===== src/rtl/dram_page_tracker.sv =====
// dram_page_tracker: classifies DRAM requests against a 16-entry open-row
// table (one entry per bank group / bank), hands each accepted request to
// dram_cmd with a one-cycle start pulse, and keeps saturating hit/miss/empty
// statistics.

package dram_page_tracker_pkg;
    typedef enum logic [1:0] {
        NULL  = 2'd0,
        HIT   = 2'd1,
        MISS  = 2'd2,
        EMPTY = 2'd3
    } dram_policy_t;
endpackage

module dram_page_tracker
    import dram_page_tracker_pkg::*;
#(
    parameter int ROW_W = 16,
    parameter int CNT_W = 16
) (
    input  logic             clk,
    input  logic             rst_n,
    input  logic             req_valid,
    output logic             req_ready,
    input  logic [1:0]       req_bg,
    input  logic [1:0]       req_bank,
    input  logic [ROW_W-1:0] req_row,
    input  logic             flush,
    input  logic             cmd_done,
    output logic             en,
    output dram_policy_t     POLICY,
    output logic             different_bg,
    output logic             different_b,
    output logic             busy,
    output logic [CNT_W-1:0] hit_cnt,
    output logic [CNT_W-1:0] miss_cnt,
    output logic [CNT_W-1:0] empty_cnt
);

    typedef enum logic [1:0] {
        ST_IDLE  = 2'd0,
        ST_ISSUE = 2'd1,
        ST_WAIT  = 2'd2
    } state_t;

    state_t             state_r;
    state_t             state_next_s;
    logic [15:0]        valid_r;
    logic [ROW_W-1:0]   row_r [16];
    logic               last_valid_r;
    logic [1:0]         last_bg_r;
    logic [1:0]         last_bank_r;

    logic               idle_s;
    logic               accept_s;
    logic               flush_s;
    logic [3:0]         idx_s;
    dram_policy_t       class_s;

    // Counter increment that sticks at all-ones instead of wrapping.
    function automatic logic [CNT_W-1:0] sat_inc(input logic [CNT_W-1:0] v);
        if (v == {CNT_W{1'b1}}) begin
            sat_inc = v;
        end else begin
            sat_inc = v + {{(CNT_W-1){1'b0}}, 1'b1};
        end
    endfunction

    assign idle_s    = (state_r == ST_IDLE);
    // A flush in IDLE takes priority over any request in the same cycle.
    assign req_ready = idle_s && !flush;
    assign accept_s  = req_valid && req_ready;
    assign flush_s   = idle_s && flush;
    assign busy      = !idle_s;
    assign idx_s     = {req_bg, req_bank};

    // Classify the incoming request against its open-row entry.
    always_comb begin
        class_s = EMPTY;
        if (valid_r[idx_s]) begin
            if (row_r[idx_s] == req_row) begin
                class_s = HIT;
            end else begin
                class_s = MISS;
            end
        end else begin
            class_s = EMPTY;
        end
    end

    // FSM state register.
    always_ff @(posedge clk or negedge rst_n) begin
        if (!rst_n) begin
            state_r <= ST_IDLE;
        end else begin
            state_r <= state_next_s;
        end
    end

    // FSM next-state: cmd_done only matters while waiting on dram_cmd.
    always_comb begin
        state_next_s = state_r;
        case (state_r)
            ST_IDLE: begin
                if (accept_s) begin
                    state_next_s = ST_ISSUE;
                end else begin
                    state_next_s = ST_IDLE;
                end
            end
            ST_ISSUE: state_next_s = ST_WAIT;
            ST_WAIT: begin
                if (cmd_done) begin
                    state_next_s = ST_IDLE;
                end else begin
                    state_next_s = ST_WAIT;
                end
            end
            default: state_next_s = ST_IDLE;
        endcase
    end

    // Open-row table and previous-access registers.
    always_ff @(posedge clk or negedge rst_n) begin
        if (!rst_n) begin
            valid_r      <= 16'd0;
            last_valid_r <= 1'b0;
            last_bg_r    <= 2'd0;
            last_bank_r  <= 2'd0;
            for (int i = 0; i < 16; i++) begin
                row_r[i] <= {ROW_W{1'b0}};
            end
        end else if (flush_s) begin
            valid_r      <= 16'd0;
            last_valid_r <= 1'b0;
        end else if (accept_s) begin
            valid_r[idx_s] <= 1'b1;
            row_r[idx_s]   <= req_row;
            last_valid_r   <= 1'b1;
            last_bg_r      <= req_bg;
            last_bank_r    <= req_bank;
        end
    end

    // Registered outputs to dram_cmd: start pulse plus held classification.
    always_ff @(posedge clk or negedge rst_n) begin
        if (!rst_n) begin
            en           <= 1'b0;
            POLICY       <= NULL;
            different_bg <= 1'b0;
            different_b  <= 1'b0;
        end else begin
            en <= accept_s;
            if (accept_s) begin
                POLICY       <= class_s;
                different_bg <= last_valid_r && (req_bg != last_bg_r);
                different_b  <= last_valid_r && (req_bank != last_bank_r);
            end else if ((state_r == ST_WAIT) && cmd_done) begin
                POLICY <= NULL;
            end
        end
    end

    // Saturating per-class statistics.
    always_ff @(posedge clk or negedge rst_n) begin
        if (!rst_n) begin
            hit_cnt   <= {CNT_W{1'b0}};
            miss_cnt  <= {CNT_W{1'b0}};
            empty_cnt <= {CNT_W{1'b0}};
        end else if (accept_s) begin
            case (class_s)
                HIT:     hit_cnt   <= sat_inc(hit_cnt);
                MISS:    miss_cnt  <= sat_inc(miss_cnt);
                EMPTY:   empty_cnt <= sat_inc(empty_cnt);
                default: empty_cnt <= empty_cnt;
            endcase
        end
    end

endmodule


===== config.mk =====
export PLATFORM = sky130hd
export DESIGN_NAME = dram_page_tracker
export DESIGN_NICKNAME = d
export VERILOG_FILES = /design/src/rtl/dram_page_tracker.sv
export SDC_FILE = /design/constraint.sdc
export NUM_CORES = 1
export LEC_CHECK = 0
export ABC_AREA = 1
export ABC_CLOCK_PERIOD_IN_PS = 2400
export BUFFER_PORTS_ARGS = -buffer_cell sky130_fd_sc_hd__buf_2
export CAP_MARGIN = 20
export CORE_UTILIZATION = 50
export CTS_BUF_LIST = sky130_fd_sc_hd__clkbuf_2 sky130_fd_sc_hd__clkbuf_4 sky130_fd_sc_hd__clkbuf_8
export DETAILED_ROUTE_END_ITERATION = 16
export GPL_TIMING_DRIVEN = 0
export HOLD_SLACK_MARGIN = 0.02
export PLACE_DENSITY_LB_ADDON = 0.3
export SYNTH_ARGS = -nofsm -noshare
export SYNTH_HDL_FRONTEND = slang
export SYNTH_SLANG_ARGS = --single-unit

===== constraint.sdc =====
create_clock -name clk -period 2.4 [get_ports clk]
set_input_delay 0.48 -clock clk [delete_from_list [all_inputs] [get_ports clk]]
set_output_delay 0.48 -clock clk [all_outputs]
set_load 0.02 [all_outputs]

==> out/metrics.csv, run 1 <==
metric,value,unit
status,"finished, final reports clean",
synth_top_cell_area_share,0.515,
crit_top_cell,nor2_1,
p_int,0.0111,W
end_kind,register,
cp_slowest_stage_delay,0.39,ns
grt_overflow,0,
cts_root_buffer,clkbuf_8,
yosysTopAreaCell,dfrtp_1,
rows,65,
vias,15200,
final_cells,2730,
tightestPinTransition,0.883,ns
first_pass_iters,6,
path_cells,nor2_1 > inv_1 > nor2_1 > nand2_2 > buf_6 > a41oi_1 > nand2_2 > nor3_4 > nand2_1 > nor2_1 > xor2_1,
power,0.0163,W
min-delay-start,cmd_done,
grt_pass1_wl,80.5,mm
drive_gt1_frac,0.119,
clkPwrFrac,0.328,
cp-start-kind,register,
regToRegStartpoint,state_r[1],
fillers,2844,
grt_antenna_before_repair,0,
dpl-instance-area,0.0171,mm2
finalHoldViolations,0,
fin_crit_sh,0.977,
max-slew-margin-rel,0.409,
port_buffers,75,
die_x,182,um
drtIter0Drc,1603,
yosysMostFrequentCell,nand2_1,
dp_hpwl,35.8,mm
die_h,182,um
clock_skew,0.0423,ns
path_max_fanout,10,
cp.required,2.93,ns
p_sw_frac,0.320,
grt_use_total,0.317,
cp_slowest_cell,dfrtp_1,
ys.flop_type,dfrtp_1,
synth_cells,2138,
setup_viol_count_final,0,
period_needed,2.34,ns
ir_worst_vdd,0.000407,V
ys_warn_count,0,
cp.depth,11,
max_freq,0.427,GHz
ys_types,30,
clockBufferDepth,3,
cap_violations,0,
rsz0062_at_grt,yes,
grt_use_met3,0.0592,
critical_path_buf_inv_count,2,
p_leak,9.67,nW
ys_async_sr_fraction,1.00,
powerDensity,873,mW/mm2
worstReg2RegEnd,empty_cnt[14],
cp.arrival,2.87,ns
htree_num_levels,2,
whs_path_depth,4,
clkTransAtPathRegs,0.06,ns
final_antenna_net_count,0,
syn_avg_cell_area,7.55,um2
synth-seq-area-share,0.515,
grt_pass1_vias,14500,
fin_area,0.0187,mm2
power_switching,0.00523,W
grt_start_max_net_pins,125,
synth_edf_count,0,
busiest_layer,met2,
place.gp.congestion,0.952,
vias_per_cell,5.55,
hp-class,input port to register,
cpLargestDelayFamily,simple AND/OR/NAND/NOR gates,
whs_endpoint,state_r[1],
nets,2317,
area_delta_synth_final,16.1,%
diodes,0,
clock_sinks,332,
synthTopCellsByArea,"dfrtp_1 (51%), nand2_1 (24%), o21ai_0 (9.0%)",
finalMaxSlewViolations,0,
drt-total-wl,51.3,mm
insertion_delay,0.63,ns
gr-usage-met2,0.504,
multi_input_area,0.00708,mm2
r2r_slack,0.06,ns
rr_worst_depth,11,
post-place-cells,2617,
dieArea,0.0330,mm2
drcViolationCount,0,
pwr-share-comb,0.203,
cts_tree,yes,
initial_core_util,0.510,
synth_nets,2166,
coreArea,0.0316,mm2
ff_latch_area,0.00831,mm2
p_seq_frac,0.469,
syn-cell-area,0.0161,mm2
num_io_pins,80,
cts_buffers,55,
wire_per_inst,18.8,um
synth_common_cells,"nand2_1 (1050), dfrtp_1 (332), o21ai_0 (290)",
fin_tns_setup,0,ns
crit_type,register to register,
worst_hold_slack,0.190,ns
synth-seq-cells,332,
grt_use_met1,0.418,
[power groups by stage]
stage	logic [W]	registers, W	clock network (W)
6_report	0.00332	0.00767	0.00536
5_1_grt	0.00381	0.00782	0.00567
4_1_cts	0.00321	0.00763	0.00540
3_5_place_dp	0.00316	0.00771	0
3_3_place_gp	0.00303	0.00767	0
2_1_floorplan	0.00216	0.00765	0
[per-stage QoR]
step           utilization  setup WS [ns]
4_1_cts              0.582        0.00178
6_report             0.592         0.0562
5_1_grt              0.592        -0.0727
3_3_place_gp         0.538          -5.47
3_5_place_dp         0.540          -1.11
2_1_floorplan            -        0.00157
[tightest hold or removal path, delay by kind of cell]
kind / cells / cell delay [ns]
and+or+nand+nor: 1 / 0.07
buffers and inverters: 2 / 0.14
AOI/OAI and AO/OA: 1 / 0.06
[metal layers]
metal | wire length [um] | share of wire | vias up
met3 | 4500 | 0.088 | 152
met1 | 21100 | 0.41 | 7213
li1 | - | - | 7096
met5 | 0 | 0 | -
met4 | 2170 | 0.042 | 0
met2 | 23600 | 0.46 | 699
[flip-flops by register name, summed over array words and instances (netlist names)]
name          cells
empty_cnt        16
different_b       1
last_bank_r       2
miss_cnt         16
last_valid_r      1
state_r           2
row_r           256
different_bg      1
POLICY            2
valid_r          16
last_bg_r         2
en                1
hit_cnt          16
[cell type report]
type                            instances  share of cell area
Clock buffer                           87              0.0586
Timing Repair Buffer                   94              0.0325
Sequential cell                       332               0.444
Tap cell                              402              0.0269
Buffer                                121              0.0391
Inverter                               82              0.0172
Multi-Input combinational cell       1603               0.378
Clock inverter                          9             0.00421
[layout by cell type (no fill, tap or decap), types with 29 or more instances in the layout]
| master | n |
|---|---|
| o21ai_0 | 288 |
| dfrtp_1 | 332 |
| clkbuf_8 | 71 |
| nor2_1 | 58 |
| buf_2 | 89 |
| nand3_1 | 39 |
| inv_1 | 75 |
| clkbuf_1 | 66 |
| nand4_1 | 38 |
| xor2_1 | 29 |
| nand2_1 | 1047 |
[what timing repair did]
action                                  CTS  global route
hold endpoints to repair                104             0
endpoints found under the setup margin   41           143
pin swaps                                 3             8
gates resized for setup                  40            57
buffers inserted                          4            11
hold buffers                              1             0
gates cloned                              0             1
[how the worst max path moves through the flow]
stage	slack, ns	end	start
6_report	0.06	empty_cnt[14]	state_r[1]
5_1_grt	-0.07	empty_cnt[14]	state_r[1]
4_1_cts	0.002	miss_cnt[9]	req_bank[0]
3_5_place_dp	-1.11	miss_cnt[14]	req_bg[1]
3_3_place_gp	-5.47	valid_r[10]	rst_n
2_1_floorplan	0.002	miss_cnt[13]	state_r[1]
[kinds of logic (layout without fill, tap and decap cells)]
group	count (synthesis)	count (layout)	synth area share
fa+ha+maj	3	3	0.00233
simple gates	1218	1218	0.299
buf+inv	203	393	0.0534
flops	332	332	0.515
compound gates	335	335	0.105
xor+xnor	47	47	0.0255
Power figures use the tool's default switching activity.
==> run 2, diff against run 1 <==
--- a/config.mk
+++ b/config.mk
@@ -9,12 +9,14 @@
 export ABC_CLOCK_PERIOD_IN_PS = 2400
 export BUFFER_PORTS_ARGS = -buffer_cell sky130_fd_sc_hd__buf_2
 export CAP_MARGIN = 20
+export CORE_MARGIN = 3
 export CORE_UTILIZATION = 50
 export CTS_BUF_LIST = sky130_fd_sc_hd__clkbuf_2 sky130_fd_sc_hd__clkbuf_4 sky130_fd_sc_hd__clkbuf_8
 export DETAILED_ROUTE_END_ITERATION = 16
 export GPL_TIMING_DRIVEN = 0
 export HOLD_SLACK_MARGIN = 0.02
 export PLACE_DENSITY_LB_ADDON = 0.3
+export RECOVER_POWER = 25
 export SYNTH_ARGS = -nofsm -noshare
 export SYNTH_HDL_FRONTEND = slang
 export SYNTH_SLANG_ARGS = --single-unit
==> constraint.sdc (replaced) <==
create_clock -name clk -period 2.4 [get_ports clk]
set_input_delay 0.36 -clock clk [delete_from_list [all_inputs] [get_ports clk]]
set_output_delay 0.36 -clock clk [all_outputs]
set_load 0.02 [all_outputs]
==> run 2 against run 1 <==
- die area is 4.5% higher
- sequential power hardly changed
- non-clock buffer count fell by 9
- clock skew is 0.014 ns lower
- first-iteration DRC count increased by 1.2%
- maximum frequency increased by 4.2%
- clock-buffer cell count increased by 5
- critical endpoint is now empty_cnt[15]
- largest cell class unchanged
==> out/metrics.csv, run 2 (synthesized netlist as in run 1, its figures left out) <==
metric,value,unit,change
status,"finished, final reports clean",,
finalHoldViolations,0,,unchanged
tightestPinTransition,0.884,ns,+0.000833 ns
cts_buffers,56,,+1.8%
initial_core_util,0.509,,-0.00131
grt_use_total,0.302,,-0.0144
p_sw_frac,0.322,,+0.00186
cp.arrival,2.78,ns,-0.09 ns
final_common_cell,nand2_1,,
largest_reg_flops,256,,unchanged
fillers,2947,,+3.6%
grt_antenna_before_repair,0,,unchanged
p_seq_frac,0.475,,+0.006
period_needed,2.25,ns,-0.0949 ns
insertion_delay,0.63,ns,about the same
p_leak,9.59,nW,-0.85%
vias_per_cell,5.60,,+0.87%
drt-total-wl,51.8,mm,+1.0%
nets,2309,,-0.35%
max_freq,0.445,GHz,+4.2%
max-slew-margin-rel,0.408,,-0.000558
cp-start-kind,input port,,
clockBufferDepth,3,,unchanged
die_h,186,um,+2.2%
area_delta_synth_final,14.7,%,
place.gp.congestion,0.911,,-4.4%
pwr-share-comb,0.204,,about the same
vias,15300,,+0.61%
power_switching,0.00519,W,-0.63%
fin_crit_sh,0.937,,-0.0395
drcViolationCount,0,,unchanged
grt_start_max_net_pins,110,,-12%
grt_overflow,0,,unchanged
die_x,186,um,+2.2%
drive_gt1_frac,0.117,,-0.00180
htree_num_levels,2,,unchanged
clock_skew,0.0281,ns,-0.0142 ns
diodes,0,,unchanged
clock_sinks,332,,unchanged
path_max_fanout,10,,unchanged
powerDensity,872,mW/mm2,about the same
grt_pass1_wl,81.0,mm,+0.60%
crit_type,input port to register,,
p_int,0.0110,W,-1.5%
rows,65,,unchanged
clkPwrFrac,0.321,,-0.007
regMostFlops,row_r,,
rsz0062_at_grt,yes,,
worst_hold_slack,0.0358,ns,-0.154 ns
end_kind,register,,
setup_viol_count_final,0,,unchanged
clkTransAtPathRegs,0.06,ns,about the same
cp.required,2.93,ns,about the same
final_antenna_net_count,0,,unchanged
grt_pass1_vias,14600,,+0.11%
dp_hpwl,36.1,mm,+1.0%
ir_worst_vdd,0.000429,V,+5.4%
hp-class,input port to register,,
coreArea,0.0317,mm2,+0.26%
num_io_pins,80,,unchanged
fin_tns_setup,0,ns,unchanged
cts_root_buffer,clkbuf_8,,
dieArea,0.0345,mm2,+4.5%
cts_tree,yes,,
cap_violations,0,,unchanged
drtIter0Drc,1623,,+1.2%
finalMaxSlewViolations,0,,unchanged
wire_per_inst,19.0,um,+1.3%
port_buffers,75,,unchanged
first_pass_iters,6,,unchanged
mostFrequentLayoutCells,"nand2_1 (1048), dfrtp_1 (332), o21ai_0 (290), buf_2 (90), inv_1 (75)",,
## run 2: cell types whose count changed in the layout (fill, tap and decap cells not counted), sizes merged
cell,delta
clkinv,-1
clkinvlp,-2
buf,-9
bufinv,-1
inv,+1
clkbuf,+5
## run 2: timing repair
item,4_1_cts,5_1_grt
endpoints found under the setup margin,36,59
setup buffers,2,4
cloned,0,0
gates resized for setup,16,64
pin swaps,1,3
hold endpoints to repair,35,0
hold buffers,1,0
## run 2: layer usage
metal / up-vias / GRT usage / wire length, um
li1: 7091 / - / -
met5: - / 0 / 0
met4: 0 / 0.131 / 2580
met1: 7194 / 0.398 / 20500
met2: 792 / 0.488 / 23400
met3: 175 / 0.0623 / 5290
## run 2: power groups by stage
stage          clock network, W  logic, W  registers, W
2_1_floorplan                 0   0.00216       0.00765
3_3_place_gp                  0   0.00303       0.00767
3_5_place_dp                  0   0.00317       0.00771
4_1_cts                 0.00522   0.00321       0.00763
5_1_grt                 0.00548   0.00380       0.00781
6_report                0.00519   0.00330       0.00766
## run 2: cell type report
type,count,area (um2),share of cell area
repair buffers,85,523,0.0283
clock inverters,6,42.5,0.00230
well taps,402,503,0.0272
multi-input cells,1603,7080,0.382
flip-flops and latches,332,8310,0.449
clock buffers,92,1090,0.0589
inverters,82,313,0.0169
plain buffers,121,653,0.0353
## run 2: path summary, 6_finish.rpt
kind,endpoint,slack (ns),depth (start not counted),start
worst max-delay path,empty_cnt[15],0.15,14,req_bank[0]
worst min-delay path,state_r[1],0.04,4,cmd_done
worst max register to register,row_r[177],0.15,9,state_r[1]
worst min register to register,state_r[1],0.48,1,state_r[1]
max in group asynchronous,row_r[139],0.83,4,rst_n
min in group asynchronous,empty_cnt[8],0.21,2,rst_n
## run 2: critical path, stage by stage
cell,delay (ns)
buf_4,0.16
inv_2,0.13
buf_12,0.18
nor2_4,0.10
inv_1,0.19
o21ai_0,0.10
o21ai_1,0.22
nand2_1,0.13
nor2_2,0.35
nand2_2,0.21
nor2_4,0.18
nand3_1,0.16
nor2_1,0.14
xor2_1,0.14
## run 2: metrics by stage
stage,total power (W),util,worst slack [ns],instance area (um2),cells
after floorplan,0.00981,-,0.00157,16100,2138
after global placement,0.0107,0.537,-5.36,17000,2615
after detailed placement,0.0109,0.539,-0.941,17100,2618
after CTS,0.0161,0.578,0.0240,18300,2719
after global routing,0.0171,0.584,-0.00686,18500,2723
final,0.0161,0.584,0.151,18500,2723
==> run 3, diff against run 2 <==
--- a/config.mk
+++ b/config.mk
@@ -5,8 +5,7 @@
 export SDC_FILE = /design/constraint.sdc
 export NUM_CORES = 1
 export LEC_CHECK = 0
-export ABC_AREA = 1
-export ABC_CLOCK_PERIOD_IN_PS = 2400
+export ABC_CLOCK_PERIOD_IN_PS = 2000
 export BUFFER_PORTS_ARGS = -buffer_cell sky130_fd_sc_hd__buf_2
 export CAP_MARGIN = 20
 export CORE_MARGIN = 3
==> constraint.sdc (replaced) <==
create_clock -name clk -period 2 [get_ports clk]
set_input_delay 0.3 -clock clk [delete_from_list [all_inputs] [get_ports clk]]
set_output_delay 0.3 -clock clk [all_outputs]
set_load 0.02 [all_outputs]
==> run 3 against run 2 <==
- the run now ends with setup timing left
- die area is 3.2% lower
- hold slack better by 0.019 ns
- global-route usage shrank 5.2 points
- clock power up 29%
- sequential share of layout area is 4.5 points lower
- synthesized cell count shrank 49%
- critical path depth down 5
- design area is 11% higher
- sequential power increased by 11%
- non-clock buffer count is 65 higher
- clock-buffer cell count up 2
==> out/metrics.csv, run 3 <==
metric,value,unit,change
cts_root_buffer,clkbuf_8,,
grt_use_met1,0.361,,-0.0370
mostFrequentLayoutCells,"dfrtp_1 (332), mux2_2 (209), clkbuf_8 (79), buf_2 (67), buf_6 (63)",,
syn-cell-area,0.0156,mm2,-3.3%
coreArea,0.0307,mm2,-3.3%
yosysTopAreaCell,dfrtp_1,,
vias,10400,,-32%
final_antenna_net_count,0,,unchanged
area_delta_synth_final,31.8,%,
regToRegStartpoint,row_r[6],,
clockBufferDepth,3,,unchanged
gr-usage-met2,0.400,,-0.0877
synth_common_cells,"dfrtp_1 (332), mux2_2 (259), mux4_2 (61)",,
die_x,183,um,-1.6%
whs_path_depth,2,,-2
ys_async_sr_fraction,1.00,,unchanged
synth-seq-cells,332,,unchanged
syn_avg_cell_area,14.4,um2,+90%
hp-class,input port to register,,
clkTransAtPathRegs,0.07,ns,about the same
whs_endpoint,row_r[54],,
cp.arrival,3.34,ns,+0.56 ns
wire_per_inst,24.5,um,+29%
rows,64,,-1.5%
synth_nets,1114,,-49%
rsz0062_at_grt,yes,,
end_kind,register,,
finalHoldViolations,0,,unchanged
drive_gt1_frac,0.547,,+0.430
powerDensity,901,mW/mm2,+3.3%
grt_use_met3,0.0423,,-0.0201
grt_pass1_vias,10700,,-26%
largest_reg_flops,256,,unchanged
cp-start-kind,register,,
synth_edf_count,0,,unchanged
grt_start_max_net_pins,126,,+15%
vias_per_cell,5.87,,+4.8%
clock_sinks,332,,unchanged
worst_slack,-0.881,ns,-1.03 ns
grt_overflow,0,,unchanged
initial_core_util,0.509,,about the same
cts_tree,yes,,
cts_buffers,57,,+1.8%
tightestPinTransition,1.30,ns,+0.413 ns
fin_crit_sh,1.44,,
place_worst_setup_slack,-1.74,ns,-0.798 ns
port_buffers,66,,-12%
htree_num_levels,2,,unchanged
place.gp.congestion,0.803,,-12%
dieArea,0.0334,mm2,-3.2%
grt_antenna_before_repair,1,,+1
crit_type,register to register,,
clock_skew,0.0220,ns,-0.00610 ns
fin_area,0.0206,mm2,+11%
period_needed,2.88,ns,
finalMaxSlewViolations,0,,unchanged
max-slew-margin-rel,0.136,,-0.273
min-delay-start,req_row[6],,
insertion_delay,0.60,ns,-0.03 ns
dp_hpwl,23.9,mm,-34%
violations,setup timing,,
regMostFlops,row_r,,
cp.required,2.46,ns,-0.47 ns
max_freq,0.347,GHz,
grt_pass1_wl,64.6,mm,-20%
cap_violations,0,,unchanged
p_leak,9.86,nW,+2.9%
final_common_cell,dfrtp_1,,
synth-seq-area-share,0.533,,+0.0177
setup_viol_count_final,454,,+454
busiest_layer,met2,,
grt_use_total,0.250,,-0.0520
nets,1358,,-41%
synth_top_cell_area_share,0.533,,+0.0177
die_h,183,um,-1.6%
power,0.0185,W,+15%
drt-total-wl,43.4,mm,-16%
fin_tns_setup,-208.46,ns,-208.46 ns
synth_cells,1086,,-49%
yosysMostFrequentCell,dfrtp_1,,
worstReg2RegEnd,hit_cnt[1],,
ir_worst_vdd,0.000612,V,+43%
r2r_slack,-0.88,ns,-1.03 ns
num_io_pins,80,,unchanged
ys_warn_count,0,,unchanged
dpl-instance-area,0.0171,mm2,-0.31%
drtIter0Drc,811,,-50%
status,"finished, violations left",,
drcViolationCount,0,,unchanged
synthTopCellsByArea,"dfrtp_1 (53%), mux2_2 (19%), mux4_2 (8.8%)",,
worst_hold_slack,0.0551,ns,+0.0193 ns
ys.flop_type,dfrtp_1,,
first_pass_iters,5,,-1
rr_worst_depth,9,,unchanged
ys_types,50,,+67%
path_max_fanout,10,,unchanged
[run 3: cell count changes in the layout (fill, tap and decap cells not counted), moves of 46 or more]
cell,delta
nand2_1,-1014
o21ai_0,-285
mux2_2,+209
mux4_2,+62
inv_1,-60
buf_6,+52
mux2_4,+51
nor2_1,-46
[run 3: worst max path at each step]
stage / end / depth (start not counted) / slack [ns] / start
after floorplan: hit_cnt[1] / 13 / -0.86 / req_bank[0]
after CTS: hit_cnt[1] / 9 / -0.82 / row_r[10]
after global placement: row_r[107] / 1 / -5.74 / rst_n
final: hit_cnt[1] / 9 / -0.88 / row_r[6]
after detailed placement: hit_cnt[1] / 12 / -1.74 / req_bank[1]
after global routing: hit_cnt[1] / 9 / -0.92 / row_r[22]
[run 3: final cells by class]
cell class,instances,area [um2]
Timing Repair Buffer,192,1930
Inverter,17,71.3
Buffer,79,903
Multi-Input combinational cell,651,7590
Sequential cell,332,8310
Clock buffer,94,1170
Fill cell,2034,10100
Tap cell,396,495
Clock inverter,7,87.6
Antenna cell,1,2.50
[run 3: worst max-delay path, stage by stage (launching register included)]
cell	delay, ns
dfrtp_1	0.39
mux4_2	0.49
mux2i_2	0.18
mux2i_1	0.13
xnor2_1	0.24
o2111ai_2	0.22
or3_4	0.43
buf_12	0.18
nor3_4	0.16
mux2_4	0.32
[run 3: cell families after synthesis]
| group | after synthesis | synth area share |
|---|---|---|
| AOI/OAI and AO/OA | 54 | 0.0259 |
| xor gates and xnor gates | 75 | 0.0421 |
| muxes | 365 | 0.305 |
| buffers and inverters | 103 | 0.0345 |
| and+or+nand+nor | 154 | 0.0574 |
| adders and majority gates | 3 | 0.00241 |
| DFF | 332 | 0.533 |
[run 3: report_power, final]
group	leakage, nW	total [W]	switching, W	internal, W
registers	4.38	0.00850	0.000653	0.00784
clock network	0.671	0.00668	0.00275	0.00394
logic	4.81	0.00335	0.00145	0.00190
total	9.86	0.0185	0.00485	0.0137
[run 3: timing repair]
action / CTS / global route
pin swaps: 30 / 21
hold endpoints to repair: 98 / 0
gates cloned: 9 / 7
setup buffers: 76 / 31
setup endpoints to repair: 254 / 415
hold buffers: 4 / 0
gates resized for setup: 146 / 102
[run 3: stage by stage]
step / utilization / cells
after global routing: 0.670 / 1769
after CTS: 0.649 / 1736
after detailed placement: 0.556 / 1550
final: 0.670 / 1769
after global placement: 0.554 / 1548
after floorplan: - / 1086
[run 3: routing by layer]
| metal | routed length, um | vias up | share of wire |
|---|---|---|---|
| li1 | - | 4424 | - |
| met1 | 19100 | 5579 | 0.44 |
| met2 | 20900 | 304 | 0.48 |
| met3 | 2410 | 75 | 0.056 |
| met4 | 984 | 0 | 0.023 |
| met5 | 0 | - | 0 |
